<file path="src/rtl/pool_arb.sv">
// Two-channel frame-granular arbiter sharing a single maxpool unit.
// Optional per-channel frame statistics are enabled with the POOL_ARB_STAT_EN macro.
module pool_arb #(
    parameter int reludata_num = 6,
    parameter int SAMPLE_GAP   = 3
) (
    input  logic        clk,
    input  logic        rstn,
    input  logic        ch0_valid,
    input  logic [21:0] ch0_data,
    input  logic        ch1_valid,
    input  logic [21:0] ch1_data,
    output logic        ch0_ready,
    output logic        ch1_ready,
    output logic        relu_valid,
    output logic [21:0] relu_data,
    input  logic        maxpool_valid,
    input  logic [21:0] maxpool_data,
    output logic        pool_valid,
    output logic [21:0] pool_data,
    output logic        pool_ch,
    output logic        frame_done,
    output logic        busy
`ifdef POOL_ARB_STAT_EN
    ,
    output logic [15:0] stat_frames0,
    output logic [15:0] stat_frames1
`endif
);

    localparam int FRAME_IN  = reludata_num * reludata_num;
    localparam int FRAME_OUT = (reludata_num / 2) * (reludata_num / 2);
    localparam int IN_W      = $clog2(FRAME_IN + 1);
    localparam int OUT_W     = $clog2(FRAME_OUT + 1);
    localparam int GAP_W     = (SAMPLE_GAP > 0) ? $clog2(SAMPLE_GAP + 1) : 1;

    localparam logic [IN_W-1:0]  IN_FULL  = IN_W'(FRAME_IN);
    localparam logic [IN_W-1:0]  IN_LAST  = IN_W'(FRAME_IN - 1);
    localparam logic [OUT_W-1:0] OUT_LAST = OUT_W'(FRAME_OUT - 1);
    localparam logic [GAP_W-1:0] GAP_LOAD = GAP_W'(SAMPLE_GAP);

    typedef enum logic [1:0] {
        IDLE   = 2'd0,
        GRANT0 = 2'd1,
        GRANT1 = 2'd2,
        DRAIN  = 2'd3
    } state_t;

    state_t             r_state;
    logic               r_last_grant;
    logic               r_owner;
    logic [IN_W-1:0]    r_in_cnt;
    logic [OUT_W-1:0]   r_res_cnt;
    logic [GAP_W-1:0]   r_gap;
    logic               r_relu_valid;
    logic [21:0]        r_relu_data;
    logic               r_pool_valid;
    logic [21:0]        r_pool_data;
    logic               r_pool_ch;
    logic               r_frame_done;

    logic               w_can_take;
    logic               w_accept;
    logic [21:0]        w_acc_data;
    logic               w_result;
    logic               w_in_last;
    logic               w_frame_end;

    assign w_can_take  = (r_gap == '0) && (r_in_cnt < IN_FULL);
    assign ch0_ready   = (r_state == GRANT0) && w_can_take;
    assign ch1_ready   = (r_state == GRANT1) && w_can_take;
    assign w_accept    = (ch0_valid && ch0_ready) || (ch1_valid && ch1_ready);
    assign w_acc_data  = (r_state == GRANT1) ? ch1_data : ch0_data;
    // Results are only meaningful while a frame is owned; IDLE pulses are dropped.
    assign w_result    = maxpool_valid && (r_state != IDLE);
    assign w_in_last   = w_accept && (r_in_cnt == IN_LAST);
    assign w_frame_end = w_result && (r_res_cnt == OUT_LAST);

    assign relu_valid  = r_relu_valid;
    assign relu_data   = r_relu_data;
    assign pool_valid  = r_pool_valid;
    assign pool_data   = r_pool_data;
    assign pool_ch     = r_pool_ch;
    assign frame_done  = r_frame_done;
    assign busy        = (r_state != IDLE);

    always_ff @(posedge clk or negedge rstn) begin
        if (!rstn) begin
            r_state      <= IDLE;
            r_last_grant <= 1'b1;
            r_owner      <= 1'b0;
            r_in_cnt     <= '0;
            r_res_cnt    <= '0;
            r_gap        <= '0;
            r_relu_valid <= 1'b0;
            r_relu_data  <= '0;
            r_pool_valid <= 1'b0;
            r_pool_data  <= '0;
            r_pool_ch    <= 1'b0;
            r_frame_done <= 1'b0;
        end else begin
            r_relu_valid <= w_accept;
            r_relu_data  <= w_accept ? w_acc_data : '0;
            r_pool_valid <= w_result;
            r_pool_data  <= w_result ? maxpool_data : '0;
            r_pool_ch    <= w_result ? r_owner : 1'b0;
            r_frame_done <= w_frame_end;

            if (w_accept) begin
                r_gap <= GAP_LOAD;
            end else if (r_gap != '0) begin
                r_gap <= r_gap - GAP_W'(1);
            end

            if (w_in_last) begin
                r_in_cnt <= '0;
            end else if (w_accept) begin
                r_in_cnt <= r_in_cnt + IN_W'(1);
            end

            if (w_result) begin
                r_res_cnt <= r_res_cnt + OUT_W'(1);
            end

            case (r_state)
                IDLE: begin
                    if (ch0_valid && (!ch1_valid || r_last_grant)) begin
                        r_state <= GRANT0;
                        r_owner <= 1'b0;
                    end else if (ch1_valid) begin
                        r_state <= GRANT1;
                        r_owner <= 1'b1;
                    end
                end
                GRANT0, GRANT1: begin
                    if (w_in_last) begin
                        r_state      <= DRAIN;
                        r_last_grant <= r_owner;
                    end
                end
                DRAIN: begin
                end
                default: r_state <= IDLE;
            endcase

            // Frame end wins over everything: counters restart and the spacing window is cleared.
            if (w_frame_end) begin
                r_state   <= IDLE;
                r_in_cnt  <= '0;
                r_res_cnt <= '0;
                r_gap     <= '0;
            end
        end
    end

`ifdef POOL_ARB_STAT_EN
    logic [15:0] r_stat0;
    logic [15:0] r_stat1;

    always_ff @(posedge clk or negedge rstn) begin
        if (!rstn) begin
            r_stat0 <= '0;
            r_stat1 <= '0;
        end else if (w_frame_end) begin
            if (!r_owner && (r_stat0 != 16'hFFFF)) begin
                r_stat0 <= r_stat0 + 16'd1;
            end
            if (r_owner && (r_stat1 != 16'hFFFF)) begin
                r_stat1 <= r_stat1 + 16'd1;
            end
        end
    end

    assign stat_frames0 = r_stat0;
    assign stat_frames1 = r_stat1;
`endif

endmodule

</file>
<file path="config.mk">
export PLATFORM = sky130hd
export DESIGN_NAME = pool_arb
export DESIGN_NICKNAME = d
export VERILOG_FILES = /design/src/rtl/pool_arb.sv
export SDC_FILE = /design/constraint.sdc
export NUM_CORES = 1
export LEC_CHECK = 0
export ABC_AREA = 1
export BUFFER_PORTS_ARGS = -buffer_cell sky130_fd_sc_hd__buf_2
export CORE_MARGIN = 2
export CORE_UTILIZATION = 42
export DETAILED_ROUTE_END_ITERATION = 8
export HOLD_SLACK_MARGIN = 0.03
export PLACE_DENSITY = 0.76
export SLEW_MARGIN = 20
export SYNTH_ARGS = -nofsm -noshare
export SYNTH_HDL_FRONTEND = slang
export SYNTH_SLANG_ARGS = --single-unit
</file>
<file path="constraint.sdc">
create_clock -name clk -period 1.6 [get_ports clk]
set_input_delay 0.48 -clock clk [delete_from_list [all_inputs] [get_ports clk]]
set_output_delay 0.48 -clock clk [all_outputs]
set_load 0.01 [all_outputs]
</file>
==> flow_metrics.py, run 1 <==
metrics = {
    "status": {
        "outcome": "complete, but fails checks",
        "violations": "negative setup slack",
    },
    "worst_setup_path": {
        "cp.required_ps": 1120,
        "path_max_fanout": 5,
        "cp_cell_sequence": "inv_1, ha_4, nand2_4, nor2_2, buf_2",
        "crit_path_top_delay_cell": "dfrtp_1",
        "endpoint": "ch0_ready",
        "cp_data_arrival_time_ps": 1300,
        "r2r_slack_ps": 40,
        "crit_path_end_kind": "output port",
        "ff2ff_path_depth": 10,
        "critPathKind": "flop to output port",
        "crit_start": "r_gap[0]$_DFFE_PN0P_",
        "crit_path_max_incr_delay_ps": 390,
        "cp.depth": 5,
        "r2r_start": "r_state[0]$_DFFE_PN0P_",
        "critPathBufInv": 2,
        "crit_family": "flip-flops",
        "cp-start-kind": "flop",
        "r2r-end": "r_state[1]$_DFFE_PN0P_",
    },
    "timing": {
        "period_minus_slack_ps": 1780,
        "finalHoldViolations": 0,
        "period_share": 1.11,
        "fin_tns_setup_ps": -442,
        "clock.fmax_mhz": 563,
        "tightest_slew_ps": 336,
        "setup_viol": 3,
        "finClkSkew_ps": 6.99,
        "rsz0062_at_grt": "true",
        "max_slew_margin": 0.776,
        "timing.final.ws_setup_ps": -176,
        "slew_violations": 0,
    },
    "global_routing": {
        "first_global_vias": 2306,
        "antenna_found_initial": 0,
        "grt_pass1_wl_um": 10100,
        "grt_usage": 0.184,
        "grt_max_degree": 65,
        "gr-total-overflow": 0,
    },
    "routing": {
        "routed_wirelength_um": 6290,
        "wire_per_inst_um": 12.2,
        "drt_pass1_iterations": 4,
        "post_drt_via_cell_ratio": 4.50,
        "drc_errors": 0,
        "vias": 2320,
        "drt-initial-drc-count": 129,
        "antenna_left": 0,
    },
    "synthesis": {
        "synth_cell_types": 23,
        "yosysWarnings": 0,
        "synthCells": 290,
        "syn-num-nets": 368,
        "syn_avg_cell_area_um2": 9.25,
        "ys_seq_elements": 64,
        "syn_area_um2": 2680,
        "synth-seq-area-share": 0.598,
    },
    "cts": {
        "cts_hold_buf": 0,
        "cts_tree": "done",
        "clk_pin_slew_ps": 70,
        "numClockSinks": 64,
        "clk_latency_ps": 340,
        "cts_buffer_depth": 2,
        "cts_max_level": 3,
        "cts_made_buffers": 9,
        "cts_root_buffer": "clkbuf_8",
    },
    "floorplanning": {
        "die_h_um": 83.9,
        "dieArea_um2": 7040,
        "dieWidth_um": 83.9,
        "start_util": 0.427,
        "core_um2": 6280,
        "num_io_pins": 122,
        "num_rows": 29,
    },
    "place": {
        "placed_cells": 489,
        "dpl.hpwl_um": 4340,
        "port_buffers": 121,
        "routabilityCongestion": 0.888,
        "place_ws_ps": 87.8,
    },
    "hold_path": {
        "min_path_type": "input pin to async pin",
    },
    "cells_and_area": {
        "fin_nets": 512,
        "final_cells": 516,
        "syn2layout_area_growth_pct": 43.1,
        "drive_above_1_share": 0.415,
        "num_antenna_cells": 0,
        "final_core_util": 0.611,
    },
    "flow_run": {
        "cap_viol_max_count": 0,
    },
    "pwr": {
        "vdd_drop_max_mv": 0.874,
        "power.static_leakage_nw": 2.22,
        "pwr_density_cell_nw_per_um2": 1650,
    },
}
-- metal layers --
| layer | vias to the layer above | routed length (µm) | GRT usage |
|---|---|---|---|
| met5 | - | 0 | 0 |
| met4 | 0 | 30 | 0.0880 |
| met3 | 4 | 394 | 0.0514 |
| met2 | 80 | 3320 | 0.327 |
| met1 | 1060 | 2550 | 0.202 |
| li1 | 1176 | - | - |
-- worst min path at each step --
stage / from / to / slack (ps) / depth (start not counted)
floorplan: rstn / frame_done$_DFF_PN0_ / 180 / 0
global placement: r_last_grant$_DFFE_PN1P_ / r_last_grant$_DFFE_PN1P_ / 490 / 2
detailed placement: r_state[0]$_DFFE_PN0P_ / r_state[0]$_DFFE_PN0P_ / 500 / 2
CTS: rstn / pool_data[10]$_DFF_PN0_ / 150 / 2
global route: rstn / pool_data[21]$_DFF_PN0_ / 150 / 2
finish: rstn / pool_data[10]$_DFF_PN0_ / 150 / 2
-- synth_stat cells, drive strengths merged --
cell | count | share of area
nand2 | 68 | 0.10
dfrtp | 63 | 0.59
inv | 51 | 0.073
a21oi | 29 | 0.058
nor2 | 29 | 0.042
o21ai | 13 | 0.024
ha | 7 | 0.033
nand3 | 7 | 0.018
nand4 | 7 | 0.016
clkbuf | 5 | 0.0070
buf | 3 | 0.0098
nor3 | 3 | 0.0056
or2 | 2 | 0.0047
xor2 | 2 | 0.0065
dfstp | 1 | 0.0098
-- sequential cells by signal (all words and copies together), names as in the netlist --
register / flops
pool_ch: 1
pool_data: 22
r_gap: 2
r_last_grant: 1
relu_valid: 1
pool_valid: 1
frame_done: 1
r_owner: 1
relu_data: 22
r_in_cnt: 6
r_res_cnt: 4
r_state: 2
-- area by class of cell --
class	count	area (µm²)
inverter	51	204
fill	539	2440
sequential	64	1600
clock buffer	11	151
timing repair inverter	2	17.5
clock inverter	5	103
multi-input combinational	167	896
timing repair buffer	139	767
tap	77	96.3
-- cell usage in the layout (no fill, tap or decap), drive strengths merged --
master | netlist | layout
buf | 3 | 139
nand2 | 68 | 68
dfrtp | 63 | 63
inv | 51 | 52
nor2 | 29 | 29
a21oi | 29 | 29
o21ai | 13 | 13
clkbuf | 5 | 11
nand4 | 7 | 7
nand3 | 7 | 7
ha | 7 | 7
nor3 | 3 | 3
bufinv | 0 | 3
or2 | 2 | 2
xor2 | 2 | 2
clkinv | 0 | 2
clkinvlp | 0 | 1
dfstp | 1 | 1
-- power breakdown --
part | switching, mW | total, mW | internal (mW)
Sequential | 0.161 | 2.16 | 2.00
Combinational | 1.46 | 2.46 | 0.999
Clock | 0.603 | 1.72 | 1.12
-- repair_timing --
item                       in CTS  in global routing
gates resized for setup        10                 12
setup endpoints to repair       3                 13
buffers inserted                4                  5
pin swaps                       4                  4
gates cloned                    0                  2
-- cell families after synthesis --
group | after synthesis | synth area share
buffers and inverters | 59 | 0.0901
xor gates and xnor gates | 2 | 0.00653
AOI/OAI and AO/OA | 42 | 0.0826
DFF | 64 | 0.598
adders and majority gates | 7 | 0.0327
and+or+nand+nor | 116 | 0.190
-- per-stage QoR --
step | power (mW) | hold WS [ps] | instance area, µm²
after floorplan | 3.54 | 184 | 2690
after global placement | 4.21 | 486 | 3420
after detailed placement | 4.27 | 501 | 3420
after CTS | 6.19 | 147 | 3740
after global routing | 6.80 | 154 | 3840
final | 6.34 | 150 | 3840
(Power assumes the default switching activity.)
==> run 2, diff against run 1 <==
RECOVER_POWER = 25   (was not set)
==> run 2 against run 1 <==
  * The flow still finishes with violations (negative setup slack)
  * First-iteration DRC count is 15% lower
  * Cell area is 0.33% lower
  * Sequential power hardly changed
  * Largest cell class unchanged
  * Critical path type unchanged
  * Total power hardly changed
==> flow_metrics.py, run 2 (same netlist as run 1, synthesis figures left out) <==
metrics = {
    "cts": {
        "cts_made_buffers": 9,
        "cts_root_buffer": "clkbuf_8",
        "numClockSinks": 64,
        "clk_latency_ps": 340,
        "cts_max_level": 3,
        "cts_buffer_depth": 2,
        "cts_tree": "done",
        "cts_hold_buf": 0,
        "clk_pin_slew_ps": 70,
    },
    "place": {
        "place_ws_ps": 87.8,
        "dpl.hpwl_um": 4340,
        "routabilityCongestion": 0.888,
        "port_buffers": 121,
        "placed_cells": 489,
        "place_area_um2": 3420,
    },
    "global_routing": {
        "grt_max_degree": 65,
        "first_global_vias": 2306,
        "met3_usage": 0.0514,
        "antenna_found_initial": 0,
        "met1_usage": 0.202,
        "top_usage_layer": "met2",
        "grt_usage": 0.184,
        "grtUsageMet2": 0.327,
        "gr-total-overflow": 0,
        "grt_pass1_wl_um": 10100,
    },
    "pwr": {
        "power_frac_comb": 0.386,
        "power.internal_mw": 4.11,
        "pwr-share-seq": 0.341,
        "swShare": 0.351,
        "vdd_drop_max_mv": 0.873,
        "p_clk_frac": 0.272,
        "pwr_density_cell_nw_per_um2": 1660,
        "power.static_leakage_nw": 2.22,
        "power.net_switching_mw": 2.22,
    },
    "timing": {
        "slew_violations": 0,
        "setup_viol": 3,
        "period_share": 1.12,
        "finClkSkew_ps": 7.14,
        "max_slew_margin": 0.426,
        "rsz0062_at_grt": "true",
        "period_minus_slack_ps": 1780,
        "clock.fmax_mhz": 560,
        "finalHoldViolations": 0,
        "tightest_slew_ps": 861,
        "timing.final.ws_setup_ps": -184,
    },
    "worst_setup_path": {
        "crit_path_end_kind": "output port",
        "cp.required_ps": 1120,
        "r2r-end": "r_state[1]$_DFFE_PN0P_",
        "r2r_start": "r_state[0]$_DFFE_PN0P_",
        "cp-start-kind": "flop",
        "cp_data_arrival_time_ps": 1300,
        "critPathKind": "flop to output port",
        "path_max_fanout": 5,
        "ff2ff_path_depth": 10,
        "r2r_slack_ps": 40,
    },
    "routing": {
        "antenna_left": 0,
        "drc_errors": 0,
        "post_drt_via_cell_ratio": 4.50,
        "drt_pass1_iterations": 4,
        "vias": 2320,
        "wire_per_inst_um": 12.2,
        "routed_wirelength_um": 6310,
        "drt-initial-drc-count": 110,
    },
    "floorplanning": {
        "dieWidth_um": 83.9,
        "die_h_um": 83.9,
        "num_rows": 29,
        "dieArea_um2": 7040,
        "start_util": 0.427,
        "num_io_pins": 122,
        "core_um2": 6280,
    },
    "hold_path": {
        "min_path_type": "input pin to async pin",
    },
    "cells_and_area": {
        "drive_above_1_share": 0.415,
        "num_antenna_cells": 0,
        "fin_nets": 512,
        "final_cell_mix": "buf_2, dfrtp_1, nand2_1",
        "final_area_um2": 3820,
        "syn2layout_area_growth_pct": 42.7,
        "final_cells": 516,
        "final_common_cell": "buf_2",
    },
    "flow_run": {
        "cap_viol_max_count": 0,
    },
    "status": {
        "violations": "negative setup slack",
        "outcome": "complete, but fails checks",
    },
}
-- run 2: cell types whose count changed in the layout (fill, tap and decap cells not counted), sizes merged --
cell    delta
buf        -1
clkbuf     +1
-- run 2: power groups by stage --
stage | clock [mW] | combinational [mW] | sequential [mW]
floorplan | 0 | 1.25 | 2.29
global placement | 0 | 2.03 | 2.18
detailed placement | 0 | 2.08 | 2.19
CTS | 1.77 | 2.26 | 2.16
global route | 1.83 | 2.76 | 2.20
finish | 1.73 | 2.45 | 2.16
-- run 2: layer usage --
| metal | share of wire | vias to the layer above |
|---|---|---|
| met5 | 0 | - |
| met4 | 0.0097 | 0 |
| met3 | 0.060 | 9 |
| met2 | 0.53 | 79 |
| met1 | 0.40 | 1057 |
| li1 | - | 1175 |
-- run 2: how the worst max path moves through the flow --
stage,start,endpoint,cells after the start
6_report,r_gap[0]$_DFFE_PN0P_,ch0_ready,5
5_1_grt,r_state[1]$_DFFE_PN0P_,ch0_ready,5
4_1_cts,r_in_cnt[2]$_DFFE_PN0P_,ch0_ready,6
3_5_place_dp,r_state[0]$_DFFE_PN0P_,r_in_cnt[3]$_DFFE_PN0P_,7
3_3_place_gp,r_state[0]$_DFFE_PN0P_,ch1_ready,5
2_1_floorplan,r_state[0]$_DFFE_PN0P_,ch1_ready,5
-- run 2: stage by stage --
stage               TNS (ps)  power, mW  hold WS [ps]   util
global route            -755       6.79           323  0.609
CTS                     -411       6.19           147  0.596
global placement           0       4.21           486  0.545
floorplan                  0       3.54           184      -
finish                  -464       6.34           337  0.609
detailed placement         0       4.27           501  0.545
-- run 2: area by class of cell --
type	instances	area, µm²
Timing Repair inverter	2	17.5
Timing Repair Buffer	139	754
Sequential cell	64	1600
Tap cell	77	96.3
Fill cell	541	2450
Multi-Input combinational cell	167	896
Clock inverter	5	103
Clock buffer	11	151
Inverter	51	204
-- run 2: worst max-delay path, stage by stage, from the launching register on --
cell	delay, ps
dfrtp_1	390
inv_1	130
ha_4	190
nand2_4	60
nor2_2	70
buf_2	130
-- run 2: repair_timing --
| item | in CTS | in global routing |
|---|---|---|
| buffers inserted | 4 | 5 |
| gates cloned | 0 | 2 |
| pin swaps | 4 | 4 |
| endpoints found under the setup margin | 3 | 13 |
| resized for setup | 10 | 12 |
==> run 3, diff against run 2 <==
CORE_UTILIZATION = 44   (was 42)
CTS_BUF_LIST = sky130_fd_sc_hd__clkbuf_4 sky130_fd_sc_hd__clkbuf_8   (was not set)
PLACE_DENSITY = 0.79   (was 0.76)
==> run 3 against run 2 <==
  * Via count increased by 3.0%
  * Critical endpoint unchanged
  * Sequential share of layout area about the same
  * Global-route usage about the same
  * The run still ends with negative setup slack left
  * Non-clock buffer count increased by 1
  * Clock power decreased by 13%
  * Hold slack improved by 8.0 ps
  * Die area decreased by 4.3%
  * Sequential cell count unchanged
  * Critical path depth increased by 1
==> flow_metrics.py, run 3 (same netlist as run 1, synthesis figures left out) <==
metrics = {
    "status": {
        "outcome": "complete, but fails checks",
        "violations": "negative setup slack",
    },
    "cts": {
        "clk_pin_slew_ps": 70,
        "cts_root_buffer": "clkbuf_8",
        "cts_tree": "done",
        "cts_made_buffers": 9,
        "cts_hold_buf": 0,
        "cts_buffer_depth": 2,
        "cts_max_level": 3,
        "numClockSinks": 64,
        "clk_latency_ps": 330,
    },
    "cells_and_area": {
        "final_cells": 515,
        "final_common_cell": "buf_2",
        "drive_above_1_share": 0.430,
        "fin_nets": 513,
        "num_antenna_cells": 0,
        "final_core_util": 0.647,
        "final_cell_mix": "buf_2, dfrtp_1, nand2_1",
        "syn2layout_area_growth_pct": 42.8,
    },
    "floorplanning": {
        "die_h_um": 82.1,
        "start_util": 0.453,
        "dieArea_um2": 6730,
        "num_rows": 28,
        "dieWidth_um": 82.1,
        "num_io_pins": 122,
        "core_um2": 5920,
    },
    "worst_setup_path": {
        "cp.required_ps": 1120,
        "cp_data_arrival_time_ps": 1300,
        "ff2ff_path_depth": 10,
        "r2r_slack_ps": 60,
        "cp-start-kind": "flop",
        "path_max_fanout": 3,
        "crit_path_end_kind": "output port",
        "critPathKind": "flop to output port",
    },
    "place": {
        "dpl.hpwl_um": 4400,
        "port_buffers": 121,
        "routabilityCongestion": 0.883,
        "placed_cells": 488,
    },
    "routing": {
        "vias": 2389,
        "antenna_left": 0,
        "drc_errors": 0,
        "wire_per_inst_um": 12.7,
        "post_drt_via_cell_ratio": 4.64,
        "routed_wirelength_um": 6550,
        "drt-initial-drc-count": 145,
        "drt_pass1_iterations": 4,
    },
    "hold_path": {
        "min_path_type": "input pin to flop",
        "min_path_cells": 3,
    },
    "pwr": {
        "vdd_drop_max_mv": 0.797,
        "finalPower_mw": 6.21,
        "power.static_leakage_nw": 2.21,
        "power.internal_mw": 3.93,
        "power_frac_comb": 0.405,
        "power.net_switching_mw": 2.28,
        "pwr-share-seq": 0.352,
        "p_clk_frac": 0.243,
        "swShare": 0.367,
        "pwr_density_cell_nw_per_um2": 1620,
    },
    "global_routing": {
        "grt_max_degree": 65,
        "grt_usage": 0.184,
        "gr-total-overflow": 0,
        "grt_pass1_wl_um": 9170,
        "antenna_found_initial": 0,
        "first_global_vias": 2103,
    },
    "timing": {
        "hold_slack_ps": 345,
        "period_minus_slack_ps": 1780,
        "period_share": 1.11,
        "timing.final.ws_setup_ps": -176,
        "finClkSkew_ps": 9.32,
        "rsz0062_at_grt": "true",
        "slew_violations": 0,
        "tightest_slew_ps": 842,
        "max_slew_margin": 0.438,
        "clock.fmax_mhz": 563,
        "setup_viol": 3,
        "finalHoldViolations": 0,
    },
    "flow_run": {
        "cap_viol_max_count": 0,
    },
}
-- run 3: changes by cell type in the layout (fill, tap and decap cells not counted), moves of 2 or more --
cell,previous run,this run
inv_4,0,3
ha_4,2,4
nand2_2,3,6
inv_1,46,44
clkbuf_4,1,3
clkbuf_8,11,9
nand2_1,61,59
-- run 3: layout make-up --
| cell class | count | area, µm² |
|---|---|---|
| Multi-Input combinational cell | 167 | 920 |
| Sequential cell | 64 | 1600 |
| Timing Repair inverter | 2 | 17.5 |
| Tap cell | 75 | 93.8 |
| Clock inverter | 5 | 81.3 |
| Inverter | 51 | 211 |
| Clock buffer | 11 | 139 |
| Fill cell | 472 | 2090 |
| Timing Repair Buffer | 140 | 762 |
-- run 3: through the flow --
step | area, µm² | setup slack, ps | TNS, ps
4_1_cts | 3720 | -158 | -442
2_1_floorplan | 2690 | 25.4 | 0
3_3_place_gp | 3430 | 156 | 0
5_1_grt | 3830 | -249 | -780
3_5_place_dp | 3430 | 85.2 | 0
6_report | 3830 | -176 | -400
-- run 3: metal layers --
metal	routed length, µm	track usage	vias to the layer above	part of all wire
met3	352	0.0341	13	0.054
met5	0	0	-	0
met2	3570	0.345	91	0.55
met4	163	0.117	0	0.025
met1	2460	0.185	1101	0.38
li1	-	-	1184	-
-- run 3: repair_timing --
item	in CTS	in global routing
setup endpoints to repair	3	12
cloned	0	2
setup buffers	4	5
resized for setup	11	20
pin swaps	2	8
-- run 3: path summary, 6_finish.rpt --
kind | start | end
min in group asynchronous | rstn | pool_data[12]$_DFF_PN0_
min | maxpool_data[4] | pool_data[4]$_DFF_PN0_
max reg2reg | r_state[0]$_DFFE_PN0P_ | r_state[0]$_DFFE_PN0P_
min reg2reg | r_owner$_DFFE_PN0P_ | pool_ch$_DFF_PN0_
max in group asynchronous | rstn | r_state[1]$_DFFE_PN0P_
max | r_in_cnt[2]$_DFFE_PN0P_ | ch0_ready
-- run 3: critical path, stage by stage (launching register included) --
cell     delay (ps)
dfrtp_1         390
nor2_1          150
nand2_2          80
nand2_2          80
nand2_2          60
nor2_1           80
buf_2           130
-- run 3: power groups by stage --
stage	Combinational (mW)	Clock (mW)	Sequential, mW
final	2.51	1.51	2.19
after floorplan	1.25	0	2.29
after CTS	2.26	1.54	2.17
after detailed placement	2.09	0	2.19
after global placement	2.00	0	2.18
after global routing	2.80	1.61	2.22
